**src/rtl/alu_ctrl_pkg.sv**
```systemverilog
// Shared definitions for the EX-stage ALU control with RV32M support.
// Holds the ALUOp encodings, ALU Operation codes, Funct7 classes, the
// M-extension operation enum, the multiply/divide FSM state enum and
// helpers that classify operand signedness per M op.
package alu_ctrl_pkg;

  localparam logic [1:0] ALUOP_MEM = 2'b00;  // LW/SW/AUIPC
  localparam logic [1:0] ALUOP_BR  = 2'b01;  // branches
  localparam logic [1:0] ALUOP_RI  = 2'b10;  // R/I-type arithmetic
  localparam logic [1:0] ALUOP_JL  = 2'b11;  // JAL/LUI

  localparam logic [3:0] OP_ADD  = 4'b0000;
  localparam logic [3:0] OP_SUB  = 4'b0001;
  localparam logic [3:0] OP_AND  = 4'b0010;
  localparam logic [3:0] OP_OR   = 4'b0011;
  localparam logic [3:0] OP_XOR  = 4'b0100;
  localparam logic [3:0] OP_SLL  = 4'b0101;
  localparam logic [3:0] OP_SRL  = 4'b0110;
  localparam logic [3:0] OP_SRA  = 4'b0111;
  localparam logic [3:0] OP_SLTI = 4'b1000;
  localparam logic [3:0] OP_SLT  = 4'b1001;
  localparam logic [3:0] OP_ADDI = 4'b1010;
  localparam logic [3:0] OP_BEQ  = 4'b1011;
  localparam logic [3:0] OP_BNE  = 4'b1100;
  localparam logic [3:0] OP_BLT  = 4'b1101;
  localparam logic [3:0] OP_BGE  = 4'b1110;
  localparam logic [3:0] OP_LUI  = 4'b1111;

  localparam logic [6:0] F7_BASE   = 7'b0000000;
  localparam logic [6:0] F7_ALT    = 7'b0100000;
  localparam logic [6:0] F7_MULDIV = 7'b0000001;

  typedef enum logic [2:0] {
    MD_MUL, MD_MULH, MD_MULHSU, MD_MULHU,
    MD_DIV, MD_DIVU, MD_REM,    MD_REMU
  } muldiv_op_e;

  typedef enum logic [1:0] {IDLE, CALC, DONE} state_e;

  // MUL low half is sign-agnostic, so it is grouped with the signed ops.
  function automatic logic op_a_signed(input muldiv_op_e op);
    return (op == MD_MUL) || (op == MD_MULH) || (op == MD_MULHSU) ||
           (op == MD_DIV) || (op == MD_REM);
  endfunction

  function automatic logic op_b_signed(input muldiv_op_e op);
    return (op == MD_MUL) || (op == MD_MULH) || (op == MD_DIV) || (op == MD_REM);
  endfunction

endpackage

```
**src/rtl/alu_ctrl_muldiv_iter.sv**
```systemverilog
// Iterative RV32M multiply/divide engine.
// Ports: clk/reset (sync, active-high); i_start (M op presented),
// i_flush (abort), i_funct3 (op select), i_a/i_b (operands);
// o_stall, o_result_valid (one-cycle strobe), o_result (held).
// Multiply is shift-add on operand magnitudes, divide is restoring
// division; signs are reapplied when the last step retires.
// Optional macro MULDIV_EARLY_OUT_EN: multiplies retire as soon as the
// remaining multiplier bits are all zero.
module muldiv_iter
  import alu_ctrl_pkg::*;
#(
  parameter int WIDTH = 32
) (
  input  logic             clk,
  input  logic             reset,
  input  logic             i_start,
  input  logic             i_flush,
  input  logic [2:0]       i_funct3,
  input  logic [WIDTH-1:0] i_a,
  input  logic [WIDTH-1:0] i_b,
  output logic             o_stall,
  output logic             o_result_valid,
  output logic [WIDTH-1:0] o_result
);

  localparam int CW = $clog2(WIDTH);
  localparam logic [CW-1:0] LAST = CW'(WIDTH - 1);

  function automatic logic [WIDTH-1:0] cond_neg_w(input logic neg, input logic [WIDTH-1:0] v);
    return neg ? -v : v;
  endfunction

  function automatic logic [2*WIDTH-1:0] cond_neg_2w(input logic neg, input logic [2*WIDTH-1:0] v);
    return neg ? -v : v;
  endfunction

  state_e             r_state, w_state_nxt;
  logic [CW-1:0]      r_count;
  logic [WIDTH-1:0]   r_result;
  muldiv_op_e         r_op;
  logic               r_neg_q, r_neg_r;
  logic [2*WIDTH-1:0] r_acc;   // mul: partial product; div: {remainder, dividend/quotient}
  logic [2*WIDTH-1:0] r_opa;   // mul: multiplicand shifting left; div: divisor in low half
  logic [WIDTH-1:0]   r_opb;   // mul: multiplier shifting right

  muldiv_op_e         w_op;
  logic               w_is_div, w_sa, w_sb, w_div_zero, w_ovf, w_special, w_last;
  logic [WIDTH-1:0]   w_mag_a, w_mag_b, w_special_res, w_opb_step, w_final;
  logic [WIDTH:0]     w_rem_sh, w_diff;
  logic [2*WIDTH-1:0] w_acc_mul, w_acc_div, w_acc_step, w_opa_step, w_prod;

  // Operand capture: magnitudes and special-case detection
  always_comb begin
    w_op       = muldiv_op_e'(i_funct3);
    w_is_div   = i_funct3[2];
    w_sa       = op_a_signed(w_op) & i_a[WIDTH-1];
    w_sb       = op_b_signed(w_op) & i_b[WIDTH-1];
    w_mag_a    = cond_neg_w(w_sa, i_a);
    w_mag_b    = cond_neg_w(w_sb, i_b);
    w_div_zero = w_is_div && (i_b == '0);
    w_ovf      = ((w_op == MD_DIV) || (w_op == MD_REM)) &&
                 (i_a == {1'b1, {(WIDTH-1){1'b0}}}) && (i_b == '1);
    w_special  = w_div_zero || w_ovf;
    // funct3[1] separates REM/REMU from DIV/DIVU
    if (w_div_zero) w_special_res = i_funct3[1] ? i_a : '1;
    else            w_special_res = i_funct3[1] ? '0 : i_a;
  end

  // Iteration step and final sign fix-up
  always_comb begin
    w_acc_mul  = r_opb[0] ? (r_acc + r_opa) : r_acc;
    w_rem_sh   = r_acc[2*WIDTH-1:WIDTH-1];
    w_diff     = w_rem_sh - {1'b0, r_opa[WIDTH-1:0]};
    // borrow out of the top bit means the trial subtract failed
    if (!w_diff[WIDTH]) w_acc_div = {w_diff[WIDTH-1:0], r_acc[WIDTH-2:0], 1'b1};
    else                w_acc_div = {w_rem_sh[WIDTH-1:0], r_acc[WIDTH-2:0], 1'b0};
    w_acc_step = r_op[2] ? w_acc_div : w_acc_mul;
    w_opa_step = r_op[2] ? r_opa : (r_opa << 1);
    w_opb_step = r_opb >> 1;
    w_prod     = cond_neg_2w(r_neg_q, w_acc_step);
    case (r_op)
      MD_MUL:                      w_final = w_prod[WIDTH-1:0];
      MD_MULH, MD_MULHSU, MD_MULHU: w_final = w_prod[2*WIDTH-1:WIDTH];
      MD_DIV, MD_DIVU:             w_final = cond_neg_w(r_neg_q, w_acc_step[WIDTH-1:0]);
      default:                     w_final = cond_neg_w(r_neg_r, w_acc_step[2*WIDTH-1:WIDTH]);
    endcase
`ifdef MULDIV_EARLY_OUT_EN
    w_last = (r_count == LAST) || (!r_op[2] && (w_opb_step == '0));
`else
    w_last = (r_count == LAST);
`endif
  end

  // Next-state and stall
  always_comb begin
    w_state_nxt = r_state;
    o_stall     = 1'b0;
    case (r_state)
      IDLE: begin
        o_stall = i_start;
        if (i_start && !i_flush) w_state_nxt = w_special ? DONE : CALC;
      end
      CALC: begin
        o_stall = 1'b1;
        if (i_flush)     w_state_nxt = IDLE;
        else if (w_last) w_state_nxt = DONE;
      end
      default: w_state_nxt = IDLE;
    endcase
  end

  // Control registers and issued result
  always_ff @(posedge clk) begin
    if (reset) begin
      r_state  <= IDLE;
      r_count  <= '0;
      r_result <= '0;
    end else begin
      r_state <= w_state_nxt;
      if (r_state == IDLE)      r_count <= '0;
      else if (r_state == CALC) r_count <= r_count + CW'(1);
      if ((r_state == IDLE) && i_start && !i_flush && w_special) r_result <= w_special_res;
      else if ((r_state == CALC) && !i_flush && w_last)          r_result <= w_final;
    end
  end

  // Datapath registers
  always_ff @(posedge clk) begin
    if ((r_state == IDLE) && i_start && !i_flush) begin
      r_op    <= w_op;
      r_neg_q <= w_sa ^ w_sb;
      r_neg_r <= w_sa;
      r_acc   <= w_is_div ? {{WIDTH{1'b0}}, w_mag_a} : '0;
      r_opa   <= {{WIDTH{1'b0}}, (w_is_div ? w_mag_b : w_mag_a)};
      r_opb   <= w_mag_b;
    end else if (r_state == CALC) begin
      r_acc <= w_acc_step;
      r_opa <= w_opa_step;
      r_opb <= w_opb_step;
    end
  end

  assign o_result_valid = (r_state == DONE);
  assign o_result       = r_result;

endmodule

```
**src/rtl/alu_ctrl_muldiv.sv**
```systemverilog
// EX-stage ALU control: decodes ALUOp/Funct3/Funct7 into the 4-bit ALU
// Operation code, flags undecodable combinations, and runs RV32M ops on
// the iterative engine (muldiv_iter) when M_EN=1.
// Ports: clk, reset (sync, active-high); ALUOp, Funct7, Funct3, valid_i,
// flush, a, b in; Operation, illegal (combinational), stall, result,
// result_valid out.
// Optional macro MULDIV_EARLY_OUT_EN enables multiply early-out in the engine.
module alu_ctrl_muldiv
  import alu_ctrl_pkg::*;
#(
  parameter int WIDTH = 32,
  parameter int M_EN  = 1
) (
  input  logic             clk,
  input  logic             reset,
  input  logic [1:0]       ALUOp,
  input  logic [6:0]       Funct7,
  input  logic [2:0]       Funct3,
  input  logic             valid_i,
  input  logic             flush,
  input  logic [WIDTH-1:0] a,
  input  logic [WIDTH-1:0] b,
  output logic [3:0]       Operation,
  output logic             illegal,
  output logic             stall,
  output logic [WIDTH-1:0] result,
  output logic             result_valid
);

  logic w_mop;

  assign w_mop = valid_i && (ALUOp == ALUOP_RI) && (Funct7 == F7_MULDIV) && (M_EN != 0);

  always_comb begin
    Operation = OP_ADD;
    illegal   = 1'b0;
    case (ALUOp)
      ALUOP_MEM: Operation = OP_ADD;
      ALUOP_JL:  Operation = OP_LUI;
      ALUOP_BR: begin
        case (Funct3)
          3'b000:  Operation = OP_BEQ;
          3'b001:  Operation = OP_BNE;
          3'b100:  Operation = OP_BLT;
          3'b101:  Operation = OP_BGE;
          default: illegal = 1'b1;
        endcase
      end
      default: begin
        if (w_mop) begin
          Operation = OP_ADD;
        end else if (Funct7 == F7_BASE) begin
          case (Funct3)
            3'b000:  Operation = OP_ADD;
            3'b001:  Operation = OP_SLL;
            3'b010:  Operation = OP_SLT;
            3'b100:  Operation = OP_XOR;
            3'b101:  Operation = OP_SRL;
            3'b110:  Operation = OP_OR;
            3'b111:  Operation = OP_AND;
            default: illegal = 1'b1;
          endcase
        end else if (Funct7 == F7_ALT) begin
          case (Funct3)
            3'b000:  Operation = OP_SUB;
            3'b101:  Operation = OP_SRA;
            default: illegal = 1'b1;
          endcase
        end else if (Funct7 != F7_MULDIV) begin
          // I-type: Funct7 field carries immediate bits
          case (Funct3)
            3'b000:  Operation = OP_ADDI;
            3'b010:  Operation = OP_SLTI;
            default: illegal = 1'b1;
          endcase
        end else begin
          illegal = 1'b1;
        end
      end
    endcase
  end

  generate
    if (M_EN != 0) begin : g_muldiv
      muldiv_iter #(.WIDTH(WIDTH)) u_muldiv (
        .clk            (clk),
        .reset          (reset),
        .i_start        (w_mop),
        .i_flush        (flush),
        .i_funct3       (Funct3),
        .i_a            (a),
        .i_b            (b),
        .o_stall        (stall),
        .o_result_valid (result_valid),
        .o_result       (result)
      );
    end else begin : g_no_muldiv
      assign stall        = 1'b0;
      assign result_valid = 1'b0;
      assign result       = '0;
    end
  endgenerate

endmodule

```
**config.mk**
```make
export PLATFORM = sky130hd
export DESIGN_NAME = alu_ctrl_muldiv
export DESIGN_NICKNAME = d
export VERILOG_FILES = /design/src/rtl/alu_ctrl_pkg.sv /design/src/rtl/alu_ctrl_muldiv_iter.sv /design/src/rtl/alu_ctrl_muldiv.sv
export SDC_FILE = /design/constraint.sdc
export NUM_CORES = 1
export LEC_CHECK = 0
export BUFFER_PORTS_ARGS = -buffer_cell sky130_fd_sc_hd__buf_2
export CAP_MARGIN = 25
export CORE_MARGIN = 2
export CORE_UTILIZATION = 30
export DETAILED_ROUTE_END_ITERATION = 16
export PLACE_DENSITY = 0.51
export SETUP_SLACK_MARGIN = 0.05
export SYNTH_ARGS = -nofsm -noshare
export SYNTH_HDL_FRONTEND = slang
export SYNTH_HIERARCHICAL = 1
export SYNTH_SLANG_ARGS = --single-unit
export TNS_END_PERCENT = 20
```
**constraint.sdc**
```tcl
create_clock -name clk -period 6.6 [get_ports clk]
set_input_delay 1.32 -clock clk [delete_from_list [all_inputs] [get_ports clk]]
set_output_delay 1.32 -clock clk [all_outputs]
set_load 0.05 [all_outputs]
```
==> results of run 1 <==
## routing by layer
metal / track usage / routed length, µm / vias to the layer above
met5: 0 / 12 / -
met4: 0.139 / 5940 / 2
met3: 0.0444 / 8770 / 198
met2: 0.401 / 43000 / 1128
met1: 0.356 / 43200 / 11272
li1: - / - / 10932
## kinds of logic after synthesis
kind of cell,count (synthesis),share of synthesized area
and+or+nand+nor,1083,0.237
AOI/OAI and AO/OA,1010,0.306
buffers and inverters,279,0.0502
DFF,204,0.251
xor gates and xnor gates,169,0.0687
adders and majority gates,111,0.0644
muxes,48,0.0230
## cells in the mapped netlist, drive strengths merged (9+ instances only)
cell	instances
nand2	403
a31oi	25
or4	19
xor2	53
nand3	75
o211ai	33
nor3b	9
buf	35
nand2b	28
o21a	41
a21o	30
nor4	26
edfxtp	133
o2111ai	9
dfxtp	71
or3	25
nand4	73
a22oi	15
mux2i	36
a221oi	23
a211oi	32
and3	18
a2111oi	12
o41ai	13
o21bai	17
a21oi	290
a211o	10
o221ai	13
or2	19
o21ai	260
xnor2	116
clkbuf	156
o31ai	35
o22ai	37
nor2	247
and2	24
ha	102
nor3	82
o31a	14
o311ai	12
mux2	12
inv	88
## registers in the layout, indices dropped and copies added (netlist names)
signal,cells
g_muldiv.u_muldiv/r_neg_r,1
g_muldiv.u_muldiv/r_op,3
g_muldiv.u_muldiv/r_opa,64
g_muldiv.u_muldiv/r_acc,64
g_muldiv.u_muldiv/r_opb,32
g_muldiv.u_muldiv/o_result,32
g_muldiv.u_muldiv/r_count,5
g_muldiv.u_muldiv/r_neg_q,1
g_muldiv.u_muldiv/r_state,2
## worst max-delay path, delay by kind of cell (launching register included)
| family | cells | cell delay, ps |
|---|---|---|
| xor+xnor | 1 | 160 |
| flops | 1 | 500 |
| compound gates | 8 | 2660 |
| buf+inv | 2 | 350 |
| simple gates | 5 | 1630 |
| fa+ha+maj | 2 | 680 |
## power by group through the flow
stage	combinational, mW	clock (mW)	sequential [mW]
6_report	0.459	1.64	1.37
5_1_grt	0.490	1.72	1.37
4_1_cts	0.446	1.67	1.37
3_5_place_dp	0.444	0	1.40
3_3_place_gp	0.445	0	1.40
2_1_floorplan	0.269	0	1.39
## final timing paths
check | to | slack (ps)
worst max register to register | g_muldiv.u_muldiv/o_result[24] | 440
worst max-delay path | g_muldiv.u_muldiv/o_result[24] | 440
worst min-delay path | g_muldiv.u_muldiv/r_opa[63] | 470
worst min register to register | g_muldiv.u_muldiv/r_opa[63] | 470
## timing repair
action	CTS	global route
endpoints found under the setup margin	0	4
gates resized for setup	0	2
hold buffers	0	0
## cell type report
type                       instances  area (µm²)  area share
sequential                       204        5420       0.225
inverter                          88         333      0.0138
clock buffer                      34         744      0.0310
tap                              950        1190      0.0495
timing repair buffer             179        1060      0.0440
clock inverter                    18         214     0.00890
multi-input combinational       2421       15100       0.627
antenna                            1        2.50    0.000104
==> reports/metrics.cfg, run 1 <==
[logic_synthesis]
synth_flop_cell=edfxtp_1
ys_types=104
ys_seq_elements=204
synth-warning-count=6
syn_avg_cell_area_um2=7.42
synth_edf_count=133
synthArstFlopShare=0
synth-seq-area-share=0.251
synthCells=2904
syn_nets=3088
synth.area.top_cells=edfxtp_1, nand2_1, a21oi_1, dfxtp_1, ha_1
yosysTopAreaCellShare=0.185
yosys.area.top_type=edfxtp_1
netlist_area_um2=21500

[setup_path]
cp.arrival_ps=6630
crit_fanout=11
startpoint_type=register
rr_worst_depth=18
slowest_stage=a2111oi_2
crit_start=g_muldiv.u_muldiv/r_acc[32]
slowest_delay_ps=520
r2r_start=g_muldiv.u_muldiv/r_acc[32]
cp-end-kind=register
worstPathCellList=inv_1 -> fa_1 -> nand2b_1 -> a211oi_1 -> o2111ai_1 -> a2111oi_2 -> o21ai_1 -> buf_4 -> a31oi_2 -> ha_1 -> and2_1 -> nand4_1 -> or2_2 -> or2_1 -> o31ai_1 -> xnor2_1 -> a221oi_1 -> a2111oi_0
required_ps=7070
critical_path_class=register to register

[placement]
dp_hpwl_um=78800
portBuffers=118
dp.cells=3840
placed_cell_area_um2=23100
finalWeightedCongestion=1.02
post-place-ws_ps=564

[timing]
final_max_slew_viol_count=0
clock_skew_ps=20.8
slew_headroom=0.121
rsz0062_at_grt=false
hold_viol=0
timing.final.ws_setup_ps=445
fin_tns_setup_ps=0
whs_ps=465
timing.final.crit_share=0.933
min_period_ps=6160
fmaxAchievable_mhz=162
setup_viol=0
tightest_slew_ps=1310

[power_and_ir_drop]
fin_total_pwr_mw=3.47
internal_power_mw=2.47
p_per_area_nw_per_um2=144
power.leakage_nw=8.86
power.switching_mw=1.01
ir_drop_mv=0.178
power.share.combinational=0.132
clkPwrFrac=0.472
netSwitchingFraction=0.290
seqPwrFrac=0.395

[detailed_routing]
drt-initial-drc-count=2339
remaining_drc_errors=0
ant_nets=0
vias_per_cell=6.04
wl_per_cell_um=25.9
routed_wl_um=101000
route.vias.total=23532
drt-pass1-iter-count=8

[cells_and_area]
mostFrequentLayoutCell=nand2_1
drive_above_1_share=0.103
stdcell_count=3895
final_cell_mix=nand2_1, a21oi_1, o21ai_0
final.fill_count=7625
syn_to_final_growth_pct=11.6
utilization=0.337
design_area_um2=24000
nets=3106

[worst_hold_path]
min_path_cells=2
min_from=g_muldiv.u_muldiv/r_opa[63]
hold_class=register to register

[run_status]
outcome=complete, no violations

[clock_network]
cts.clk_slew.worst_paths_ps=70
htreeDepth=1
worstSkewPairLatency_ps=610
cts.sinks=204
cts_setup_buffers=0
cts_buffer_depth=3
cts_buffers=28
root_buffer=clkbuf_16
cts_tree=yes

[floorplan]
coreArea_um2=71200
io_pins=119
die_x_um=272
rows=98
dieArea_um2=74000
initial_core_util=0.302
die_y_um=272

[global_routing]
grt_max_degree=77
grt_pass1_vias=21868
grtUsageTotal=0.263
grt_pass1_wl_um=147000
overflow=0
antenna_found_initial=1

[run]
drv_cap=0

Note: power is estimated with default switching activity, not from simulation.
==> run 2, diff against run 1 <==
==> constraint.sdc (replaced) <==
create_clock -name clk -period 6.6 [get_ports clk]
set_input_delay 0.99 -clock clk [delete_from_list [all_inputs] [get_ports clk]]
set_output_delay 0.99 -clock clk [all_outputs]
set_load 0.05 [all_outputs]
==> run 2 against run 1 <==
First-iteration DRC count grew 10%. Combinational power barely moved. Non-clock buffer count unchanged. Count of clock-buffer cells in the layout is 5 higher. Hold slack improved by 3.2 ps. Critical path depth stayed put. Sequential cell count did not move. Cell area shrank 0.47%. Final cell count hardly changed. Die area is the same. Via count rose by 0.23%. Largest cell class unchanged.
==> reports/metrics.cfg, run 2 (synthesis gave the netlist of run 1 again) <==
[placement]
portBuffers=118
finalWeightedCongestion=1.02
dp_hpwl_um=78600

[clock_network]
htreeDepth=1
cts_setup_buffers=0
cts_buffer_depth=3
cts.sinks=204
worstSkewPairLatency_ps=600
cts_buffers=28
cts.clk_slew.worst_paths_ps=60
cts_tree=yes
root_buffer=clkbuf_16

[run]
drv_cap=0

[timing]
setup_viol=0
timing.final.crit_share=0.932
hold_viol=0
rsz0062_at_grt=false
fin_tns_setup_ps=0
tightest_slew_ps=1070
min_period_ps=6150
slew_headroom=0.277
final_max_slew_viol_count=0
fmaxAchievable_mhz=163
clock_skew_ps=26.0

[power_and_ir_drop]
netSwitchingFraction=0.290
power.share.combinational=0.138
clkPwrFrac=0.446
power.leakage_nw=8.80
p_per_area_nw_per_um2=138
ir_drop_mv=0.202
power.switching_mw=0.956
internal_power_mw=2.35
seqPwrFrac=0.416

[cells_and_area]
reg_top3=g_muldiv.u_muldiv/r_acc x64, g_muldiv.u_muldiv/r_opa x64
syn_to_final_growth_pct=11.0
utilization=0.336
mostFrequentLayoutCell=nand2_1
seqCellArea_um2=5420
final.fill_count=7746
multiInputGateArea_um2=15100
final_cell_mix=nand2_1, a21oi_1, o21ai_0
drive_above_1_share=0.102
nets=3106

[setup_path]
crit_fanout=11
critical_path_class=register to register
startpoint_type=register
cpLargestDelayFamily=compound AO/OA/AOI/OAI gates
critPathBufInv=2
required_ps=7070
cp-end-kind=register
worstPathCellList=inv_1 -> fa_1 -> nand2b_1 -> a211oi_1 -> o2111ai_1 -> a2111oi_2 -> o21ai_1 -> buf_4 -> a31oi_2 -> ha_1 -> and2_1 -> nand4_1 -> or2_2 -> or2_1 -> o31ai_1 -> xnor2_1 -> a221oi_1 -> a2111oi_0
slowest_delay_ps=520
slowest_stage=a2111oi_2
cp.arrival_ps=6620

[floorplan]
initial_core_util=0.302
io_pins=119
die_y_um=272
coreArea_um2=71200
dieArea_um2=74000
rows=98
die_x_um=272

[detailed_routing]
route.vias.total=23586
ant_nets=0
wl_per_cell_um=25.7
drt-pass1-iter-count=6
vias_per_cell=6.06
routed_wl_um=100000
drt-initial-drc-count=2575
remaining_drc_errors=0

[global_routing]
grt_pass1_vias=21954
grt_max_degree=75
overflow=0
grtUsageTotal=0.262
antenna_found_initial=0
grt_pass1_wl_um=147000

[run_status]
outcome=complete, no violations

[worst_hold_path]
hold_class=register to register

==> run 2: worst paths after layout <==
kind,depth (start not counted),from,slack (ps),end
hold / removal,2,g_muldiv.u_muldiv/o_result[0],470,g_muldiv.u_muldiv/o_result[0]
setup / recovery,18,g_muldiv.u_muldiv/r_acc[32],450,g_muldiv.u_muldiv/o_result[24]
setup reg to reg,18,g_muldiv.u_muldiv/r_acc[32],450,g_muldiv.u_muldiv/o_result[24]
hold reg to reg,2,g_muldiv.u_muldiv/o_result[0],470,g_muldiv.u_muldiv/o_result[0]
==> run 2: stage by stage <==
step	area [µm²]	worst slack (ps)	cells	power [mW]	hold slack, ps
2_1_floorplan	21500	1290	2904	1.66	441
3_3_place_gp	23000	602	3841	1.84	458
3_5_place_dp	23000	451	3841	1.84	459
4_1_cts	23900	436	3891	3.33	472
5_1_grt	23900	147	3892	3.42	497
6_report	23900	448	3893	3.30	468
==> run 2: tightest hold or removal path: cells and delay by family (launching register included) <==
family,cells,cell delay [ps]
flip-flops,1,310
AO/OA/AOI/OAI,1,60
AND/OR/NAND/NOR,1,50
==> run 2: power groups by stage <==
| stage | sequential, mW | combinational, mW | clock [mW] |
|---|---|---|---|
| 2_1_floorplan | 1.39 | 0.269 | 0 |
| 3_3_place_gp | 1.40 | 0.444 | 0 |
| 3_5_place_dp | 1.40 | 0.442 | 0 |
| 4_1_cts | 1.37 | 0.445 | 1.51 |
| 5_1_grt | 1.37 | 0.488 | 1.55 |
| 6_report | 1.37 | 0.457 | 1.47 |
==> run 2: timing repair <==
action	in CTS	in global routing
resized for setup	0	2
setup endpoints to repair	0	2
hold buffers	0	0
==> run 2: layer usage <==
metal	routed length [µm]	global-route usage
met2	42700	0.400
met1	43100	0.358
met5	0	0
met3	8310	0.0365
met4	6050	0.142
==> run 2: cell type report <==
class                   count  share of cell area
inverters                  88              0.0139
repair buffers            179              0.0437
clock buffers              39              0.0319
multi-input cells        2421               0.630
flip-flops and latches    204               0.226
diodes                      1            0.000105
clock inverters            11             0.00398
well taps                 950              0.0497
